===== src/rtl/ex_muldiv.sv =====
// rtl/ex_muldiv.sv - iterative MULT/DIV engine feeding the EX-stage HI/LO write path.
// Define EX_MULDIV_MADD_EN to turn op codes 100-111 into MADD/MADDU/MSUB/MSUBU accumulates.
module ex_muldiv #(
  parameter int DATA_W         = 32,
  parameter int BITS_PER_CYCLE = 1
) (
  input  logic              clk,
  input  logic              rst,
  input  logic              start_i,
  input  logic [2:0]        op_i,
  input  logic [DATA_W-1:0] opa_i,
  input  logic [DATA_W-1:0] opb_i,
  input  logic [DATA_W-1:0] hi_i,
  input  logic [DATA_W-1:0] lo_i,
  input  logic              annul_i,
  output logic              busy_o,
  output logic              stall_req_o,
  output logic              done_o,
  output logic              whilo_o,
  output logic [DATA_W-1:0] hi_o,
  output logic [DATA_W-1:0] lo_o
);

  localparam int N     = DATA_W / BITS_PER_CYCLE;
  localparam int CNT_W = $clog2(N + 1);

  typedef enum logic [2:0] {S_IDLE, S_PREP, S_RUN, S_FIX, S_DONE} state_t;

  state_t              r_state, w_state_nx;
  logic [2:0]          r_op;
  logic [DATA_W-1:0]   r_a, r_b, r_hi, r_lo, r_hi_o, r_lo_o;
  logic [CNT_W-1:0]    r_cnt;
  logic                r_neg_res, r_neg_rem;

  logic                w_abort, w_accept, w_is_div, w_signed, w_dz;
  logic [CNT_W-1:0]    w_cnt_nx;
  logic [DATA_W-1:0]   w_abs_a, w_abs_b, w_hi_nx, w_lo_nx, w_q, w_r;
  logic [DATA_W:0]     w_rsh, w_dif, w_sum;
  logic [2*DATA_W-1:0] w_prod, w_prod_s, w_mul_res, w_res;

  // A dropped start_i is treated exactly like an annul.
  assign w_abort  = annul_i | ~start_i;
  assign w_accept = (r_state == S_IDLE) & start_i & ~annul_i;
  assign w_is_div = (r_op[2:1] == 2'b01);
  assign w_signed = ~r_op[0];
  assign w_dz     = w_is_div & (r_b == '0);
  assign w_cnt_nx = r_cnt - CNT_W'(1);
  assign w_abs_a  = (w_signed & r_a[DATA_W-1]) ? -r_a : r_a;
  assign w_abs_b  = (w_signed & r_b[DATA_W-1]) ? -r_b : r_b;

  always_ff @(posedge clk) begin
    if (rst) r_state <= S_IDLE;
    else     r_state <= w_state_nx;
  end

  always_comb begin
    w_state_nx = r_state;
    case (r_state)
      S_IDLE: if (w_accept) w_state_nx = S_PREP;
      S_PREP: begin
        if (w_abort)   w_state_nx = S_IDLE;
        else if (w_dz) w_state_nx = S_FIX;
        else           w_state_nx = S_RUN;
      end
      S_RUN: begin
        if (w_abort)              w_state_nx = S_IDLE;
        else if (w_cnt_nx == '0)  w_state_nx = S_FIX;
      end
      S_FIX:   w_state_nx = w_abort ? S_IDLE : S_DONE;
      S_DONE:  w_state_nx = S_IDLE;
      default: w_state_nx = S_IDLE;
    endcase
  end

  // One RUN cycle: BITS_PER_CYCLE chained shift-add or restoring-subtract steps on {r_hi, r_lo}.
  always_comb begin
    w_hi_nx = r_hi;
    w_lo_nx = r_lo;
    w_rsh   = '0;
    w_dif   = '0;
    w_sum   = '0;
    for (int k = 0; k < BITS_PER_CYCLE; k++) begin
      if (w_is_div) begin
        w_rsh   = {w_hi_nx, w_lo_nx[DATA_W-1]};
        w_dif   = w_rsh - {1'b0, r_b};
        w_lo_nx = {w_lo_nx[DATA_W-2:0], ~w_dif[DATA_W]};
        w_hi_nx = w_dif[DATA_W] ? w_rsh[DATA_W-1:0] : w_dif[DATA_W-1:0];
      end else begin
        w_sum   = {1'b0, w_hi_nx} + (w_lo_nx[0] ? {1'b0, r_b} : '0);
        w_lo_nx = {w_sum[0], w_lo_nx[DATA_W-1:1]};
        w_hi_nx = w_sum[DATA_W:1];
      end
    end
  end

  assign w_prod   = {r_hi, r_lo};
  assign w_prod_s = r_neg_res ? -w_prod : w_prod;
  assign w_q      = r_neg_res ? -r_lo : r_lo;
  assign w_r      = r_neg_rem ? -r_hi : r_hi;

`ifdef EX_MULDIV_MADD_EN
  logic [DATA_W-1:0] r_hi_l, r_lo_l;

  always_ff @(posedge clk) begin
    if (rst) begin
      r_hi_l <= '0;
      r_lo_l <= '0;
    end else if (w_accept) begin
      r_hi_l <= hi_i;
      r_lo_l <= lo_i;
    end
  end

  always_comb begin
    w_mul_res = w_prod_s;
    if (r_op[2])
      w_mul_res = r_op[1] ? ({r_hi_l, r_lo_l} - w_prod_s) : ({r_hi_l, r_lo_l} + w_prod_s);
  end
`else
  logic w_unused_acc;
  assign w_unused_acc = ^{hi_i, lo_i};
  assign w_mul_res    = w_prod_s;
`endif

  assign w_res = w_dz     ? {r_a, {DATA_W{1'b1}}} :
                 w_is_div ? {w_r, w_q} : w_mul_res;

  always_ff @(posedge clk) begin
    if (rst) begin
      r_op      <= '0;
      r_a       <= '0;
      r_b       <= '0;
      r_hi      <= '0;
      r_lo      <= '0;
      r_cnt     <= '0;
      r_neg_res <= 1'b0;
      r_neg_rem <= 1'b0;
      r_hi_o    <= '0;
      r_lo_o    <= '0;
    end else begin
      case (r_state)
        S_IDLE: if (w_accept) begin
          r_op <= op_i;
          r_a  <= opa_i;
          r_b  <= opb_i;
        end
        S_PREP: begin
          r_b       <= w_abs_b;
          r_lo      <= w_abs_a;
          r_hi      <= '0;
          r_cnt     <= CNT_W'(N);
          r_neg_res <= w_signed & (r_a[DATA_W-1] ^ r_b[DATA_W-1]);
          r_neg_rem <= w_signed & r_a[DATA_W-1];
        end
        S_RUN: begin
          r_hi  <= w_hi_nx;
          r_lo  <= w_lo_nx;
          r_cnt <= w_cnt_nx;
        end
        default: ;
      endcase
      // Results only move on a completed op, so an annulled op leaves the old HI/LO visible.
      if (w_state_nx == S_DONE) begin
        r_hi_o <= w_res[2*DATA_W-1:DATA_W];
        r_lo_o <= w_res[DATA_W-1:0];
      end
    end
  end

  assign busy_o      = (r_state != S_IDLE);
  assign done_o      = (r_state == S_DONE);
  assign whilo_o     = done_o;
  assign stall_req_o = start_i & ~done_o & ~annul_i & ~rst;
  assign hi_o        = r_hi_o;
  assign lo_o        = r_lo_o;

endmodule

===== config.mk =====
export PLATFORM = sky130hd
export DESIGN_NAME = ex_muldiv
export DESIGN_NICKNAME = d
export VERILOG_FILES = /design/src/rtl/ex_muldiv.sv
export SDC_FILE = /design/constraint.sdc
export NUM_CORES = 1
export LEC_CHECK = 0
export ABC_AREA = 1
export BUFFER_PORTS_ARGS = -buffer_cell sky130_fd_sc_hd__buf_4
export CORE_MARGIN = 1.5
export CORE_UTILIZATION = 38
export DETAILED_ROUTE_END_ITERATION = 8
export GPL_ROUTABILITY_DRIVEN = 0
export PLACE_DENSITY = 0.57
export REMOVE_ABC_BUFFERS = 1
export SYNTH_ARGS = -nofsm -noshare
export SYNTH_HDL_FRONTEND = slang
export SYNTH_SLANG_ARGS = --single-unit

===== constraint.sdc =====
create_clock -name clk -period 3.47 [get_ports clk]
set_input_delay 0.5205 -clock clk [delete_from_list [all_inputs] [get_ports clk]]
set_output_delay 0.5205 -clock clk [all_outputs]
set_load 0.02 [all_outputs]

-- Yosys cells after proc, flatten, opt, wreduce, memory -nomap -nowiden
Index checks and enable logic that the tools add are counted.
- muxes and demuxes: 23
- eq/ne operators: 8
- bitwise logic cells: 17
- order comparisons: 0
- add/subtract/negate cells: 8
- div/mod/pow operators: 0
- reductions and logical operators: 8
- shift-type cells: 0
- multipliers: 0
- operators with widths (operator ; count):
    32-bit two-way mux ; 9
    64-bit two-way mux ; 3
    32-bit case mux with 2 select lines ; 3
    32-bit negator ; 4
    64-bit negator ; 1
    32-bit by 32-bit adder with 33-bit output ; 1
    33-bit by 32-bit subtractor with 33-bit output ; 1
    32-bit zero test ; 1
    3-bit two-way mux ; 4
    3-bit case mux with 4 select lines ; 1
    6-bit case mux with 2 select lines ; 1
    1-bit AND ; 9
    3-bit by 2-bit equality test with 1-bit output, second input constant ; 2
    3-bit equality test, second input constant ; 2
    6-bit zero test ; 1
    1-bit NOT ; 6
    6-bit by 1-bit subtractor with 6-bit output, second input constant ; 1
    2-bit inequality test, second input constant ; 2
    2-bit nonzero test ; 2
    3-bit by 1-bit equality test with 1-bit output, second input constant ; 1
    3-bit zero test ; 1
    3-bit AND reduction ; 1
    3-bit nonzero test ; 1
    2-bit by 1-bit equality test with 1-bit output, second input constant ; 1
    5 further kinds ; 5
- register bits: 206
- latch bits: 0
- RAM bits: 0
- ROM bits: 0
- memories: 0

-- Depth between registers and ports, before layout
- word-level depth: 6
- depth in mapped cells: 20
- depth with buffers taken out: 18

-- Least setup slack after synthesis
No wires, ideal clock.
- path type: register to register
- from: register r_lo[0]
- to: register r_hi[29]
- path buffers: 2
- stages on the path, launching flop included: 20
- clock period less this slack: 2581 ps
- data arrival time: 2448 ps
- data required time: 3338 ps
- path slack: 889 ps
- cell sequence: dfxtp_1 -> buf_2 -> clkbuf_1 -> nand2_1 -> inv_1 -> ha_1 -> inv_1 -> fa_1 -> o21ai_1 -> nand2_1 -> nand2_1 -> nand2_1 -> nand2_1 -> nand2_1 -> nand3_1 -> nand3_1 -> nand2_1 -> inv_1 -> nand2_1 -> a21oi_1
- word-level cells in the longest chain between the ends: 4
- ends and longest elaborated chain (item ; RTL line ; RTL):
    from (decl) ; 31 ; logic [DATA_W-1:0] r_a, r_b, r_hi, r_lo, r_hi_o, r_lo_o;
    from (signal assigned) ; 149 ; r_lo <= w_abs_a;
    from (signal assigned) ; 157 ; r_lo <= w_lo_nx;
    32-bit two-way mux ; 89 ; w_sum = {1'b0, w_hi_nx} + (w_lo_nx[0] ? {1'b0, r_b} : '0);
    32-bit by 32-bit adder with 33-bit output ; 89 ;
    32-bit two-way mux ; 83 ; if (w_is_div) begin
    32-bit case mux with 2 select lines ; 141 ; case (r_state)
    to (signal assigned) ; 156 ; r_hi <= w_hi_nx;
    to (decl) ; 31 ;
Every way passes these cells.
A chain may end at the register's enable or synchronous reset.

-- Final worst setup path
- from: register r_b[22]
- to: register r_hi[31]
- word-level cells in the longest chain between the ends: 4
- elaborated cells between the ends (all ways): 6
- classes of those cells: add/sub: 2; mux: 4
- ends and longest elaborated chain (item ; RTL line ; RTL):
    from (decl) ; 31 ;
    from (signal assigned) ; 145 ; r_b <= opb_i;
    from (signal assigned) ; 148 ; r_b <= w_abs_b;
    33-bit by 32-bit subtractor with 33-bit output or 32-bit two-way mux (tied branches) ; 85, 89 ;
    32-bit two-way mux or 32-bit by 32-bit adder with 33-bit output (tied branches) ; 87, 89 ;
    32-bit two-way mux * ; 83 ;
    32-bit case mux with 2 select lines * ; 141 ;
Every way passes the cells marked *; elsewhere a longest branch is shown, timed or not.

==> key figures <==
Run status
  – Outcome: finished clean

Timing
  – Setup TNS Final: 0 ns
  – Min cycle time layout: 3.19 ns
  – Final Skew: 0.0183 ns
  – RSZ-0062 raised after global routing: no
  – Max-slew violation count: 0
  – Relative slew slack: 0.304
  – Final Hold Fails: 0
  – Worst slew pin tran: 1.04 ns
  – Fmax: 314 MHz
  – Final Cycle Share: 0.919
  – Final Setup Violations: 0

Route
  – # DRC: 0
  – TritonRoute pass-1 iters: 6
  – DR WL/cell: 19.9 um
  – Antenna viol nets, final: 0
  – Final WL: 80.1 mm
  – Via count: 22800
  – Initial drt markers: 3181
  – Avg Vias per Cell: 5.67

Power
  – Pwr per Cell Area: 355 mW/mm^2
  – Max IR drop VDD: 0.327 mV
  – Leak: 10.8 nW
  – Final Power: 0.00760 W

Synthesis
  – Sequential element share of the synthesized area: 0.222
  – Primary FF master, synth: dfxtp_1
  – Unique cell type count in the Yosys netlist: 57
  – Yosys warning total: 0
  – EDFF count, synth: 0
  – Mapped Avg Cell Area: 5.69 sq um
  – Cells after Synth: 3267
  – Ys async rst share: 0
  – Register bit total from synthesis: 206
  – Post-Syn Area: 0.0186 sq mm

Clocking
  – CTS tree: built
  – CTS root buffer: clkbuf_16
  – Hold_buf cts: 0
  – Worst-path clk slew: 0.06 ns
  – H-tree depth: 1
  – Post-CTS setup buffers: 0
  – Post-CTS sizing: 0
  – Clock Tree Buf Depth: 3
  – Clock sink count: 206
  – CTS Buf Count: 27
  – Worst-Skew Late Latency: 0.59 ns

Worst setup path
  – Data required time at the worst endpoint: 3.88 ns
  – Critical path class: flop to flop
  – Arrival @ worst endpoint: 3.59 ns
  – Crit Path Max Fanout: 33
  – Crit end category: flop
  – Startpoint Class: flop

Cells and area
  – Area Growth Syn to Fin: 15.2%
  – Core Util, Final: 0.446
  – Final nets: 3587
  – Layout cells sized above 1: 0.0964
  – Commonest non-fill, non-tap cell in the layout: nand2_1
  – Commonest cells after routing, fill and taps aside: nand2_1, inv_1, nor2_1, nand3_1, a21oi_1
  – Fin cells: 4017
  – Post-route design area: 0.0214 sq mm

Floorplanning
  – Core ar.: 0.0479 sq mm
  – Row count: 80
  – Die Width: 224 um
  – # IOs: 203
  – Die height: 224 um
  – Die footprint: 0.0502 sq mm
  – Initial Utilization: 0.387

Worst hold path
  – Hold Crit Class: input pin to flop

Placed design
  – Final HPWL DP: 62.0 mm
  – Dpl cells: 3966
  – PortBufs: 138
  – Post-DP Area: 0.0204 sq mm

Job
  – Max cap viols: 0

GRT
  – Global-route wire length before repair: 120 mm
  – GRT Total Usage: 0.309
  – Remaining Overflow, GRT: 0
  – Largest net degree at the start of global routing: 75
  – Number of global-route vias before repair: 20200
  – Initial antenna violation count: 1
-- worst max-delay path, stage by stage (launching register included) --
cell and delay [ns]:
dfxtp_1 0.48, inv_1 0.14, ha_1 0.39, nand2_1 0.17, inv_2 0.06, a21oi_1 0.25
nand2_1 0.16, a21oi_4 0.27, nand2_4 0.09, nand2_4 0.32, nand2_4 0.26, nand2_1 0.15
nand3_1 0.09, nand2_1 0.10, a21oi_1 0.06
-- per-stage QoR --
step	worst slack [ns]	hold WS [ns]
2_1_floorplan	-2.50	0.447
3_3_place_gp	0.455	0.461
3_5_place_dp	0.418	0.459
4_1_cts	0.393	0.146
5_1_grt	0.148	0.161
6_report	0.282	0.164
-- cells by family (layout without fill, tap and decap cells) --
group	Yosys count	in the layout	share of synthesized area
simple gates	1677	1677	0.387
compound gates	648	648	0.190
buf+inv	611	745	0.127
flops	206	206	0.222
fa+ha+maj	72	72	0.0493
xor+xnor	53	53	0.0250
other cells	0	1	0
-- report_power, final --
part / switching, W / leakage, nW / internal (W)
Clock: 0.00121 / 0.484 / 0.00190
Combinational: 0.00135 / 8.69 / 0.000558
Sequential: 0.000132 / 1.68 / 0.00245
Total: 0.00270 / 10.8 / 0.00491
-- synth_stat cells (19+ instances only) --
library cell | n | area [sq um]
nand3b_1 | 19 | 143
dfxtp_1 | 206 | 4120
nand2_1 | 853 | 3200
nor2_1 | 347 | 1300
nor3_1 | 32 | 160
ha_1 | 70 | 876
o211ai_1 | 33 | 248
a21oi_1 | 265 | 1330
xor2_1 | 41 | 359
nand4_1 | 46 | 288
nand3_1 | 319 | 1600
clkbuf_1 | 89 | 334
a31oi_1 | 30 | 188
inv_1 | 469 | 1760
o21ai_0 | 263 | 1320
-- worst paths after layout --
| path | from | depth (start not counted) | endpoint | slack (ns) |
|---|---|---|---|---|
| setup / recovery | r_b[22]$_SDFFE_PP0P_ | 14 | r_hi[31]$_SDFFE_PP0P_ | 0.28 |
| hold / removal | op_i[2] | 3 | r_op[2]$_SDFFE_PP0P_ | 0.16 |
| setup reg to reg | r_b[22]$_SDFFE_PP0P_ | 14 | r_hi[31]$_SDFFE_PP0P_ | 0.28 |
| hold reg to reg | hi_o[18]$_SDFFE_PP0N_ | 2 | hi_o[18]$_SDFFE_PP0N_ | 0.47 |
-- registers in the layout, summed over array words and instances (netlist names) --
register and count:
lo_o 32, r_a 32, r_hi 32, r_state 3
r_op 3, hi_o 32, r_cnt 6, r_lo 32
r_b 32, r_neg_res 1, r_neg_rem 1
-- layer usage --
metal,part of all wire,vias to the layer above,GRT usage
met5,0,-,0
met4,0.034,0,0.0996
met3,0.13,144,0.0582
met2,0.38,1342,0.424
met1,0.46,10400,0.474
li1,-,10800,-
-- final cells by class --
| cell class | count | area, sq um |
|---|---|---|
| Clock buffer | 38 | 797 |
| Fill cell | 5210 | 26500 |
| Antenna cell | 1 | 2.50 |
| Clock inverter | 12 | 181 |
| Multi-Input combinational cell | 2450 | 12100 |
| Tap cell | 615 | 769 |
| Timing Repair Buffer | 209 | 1580 |
| Sequential cell | 206 | 4130 |
| Inverter | 486 | 1830 |
(Power assumes the default switching activity.)
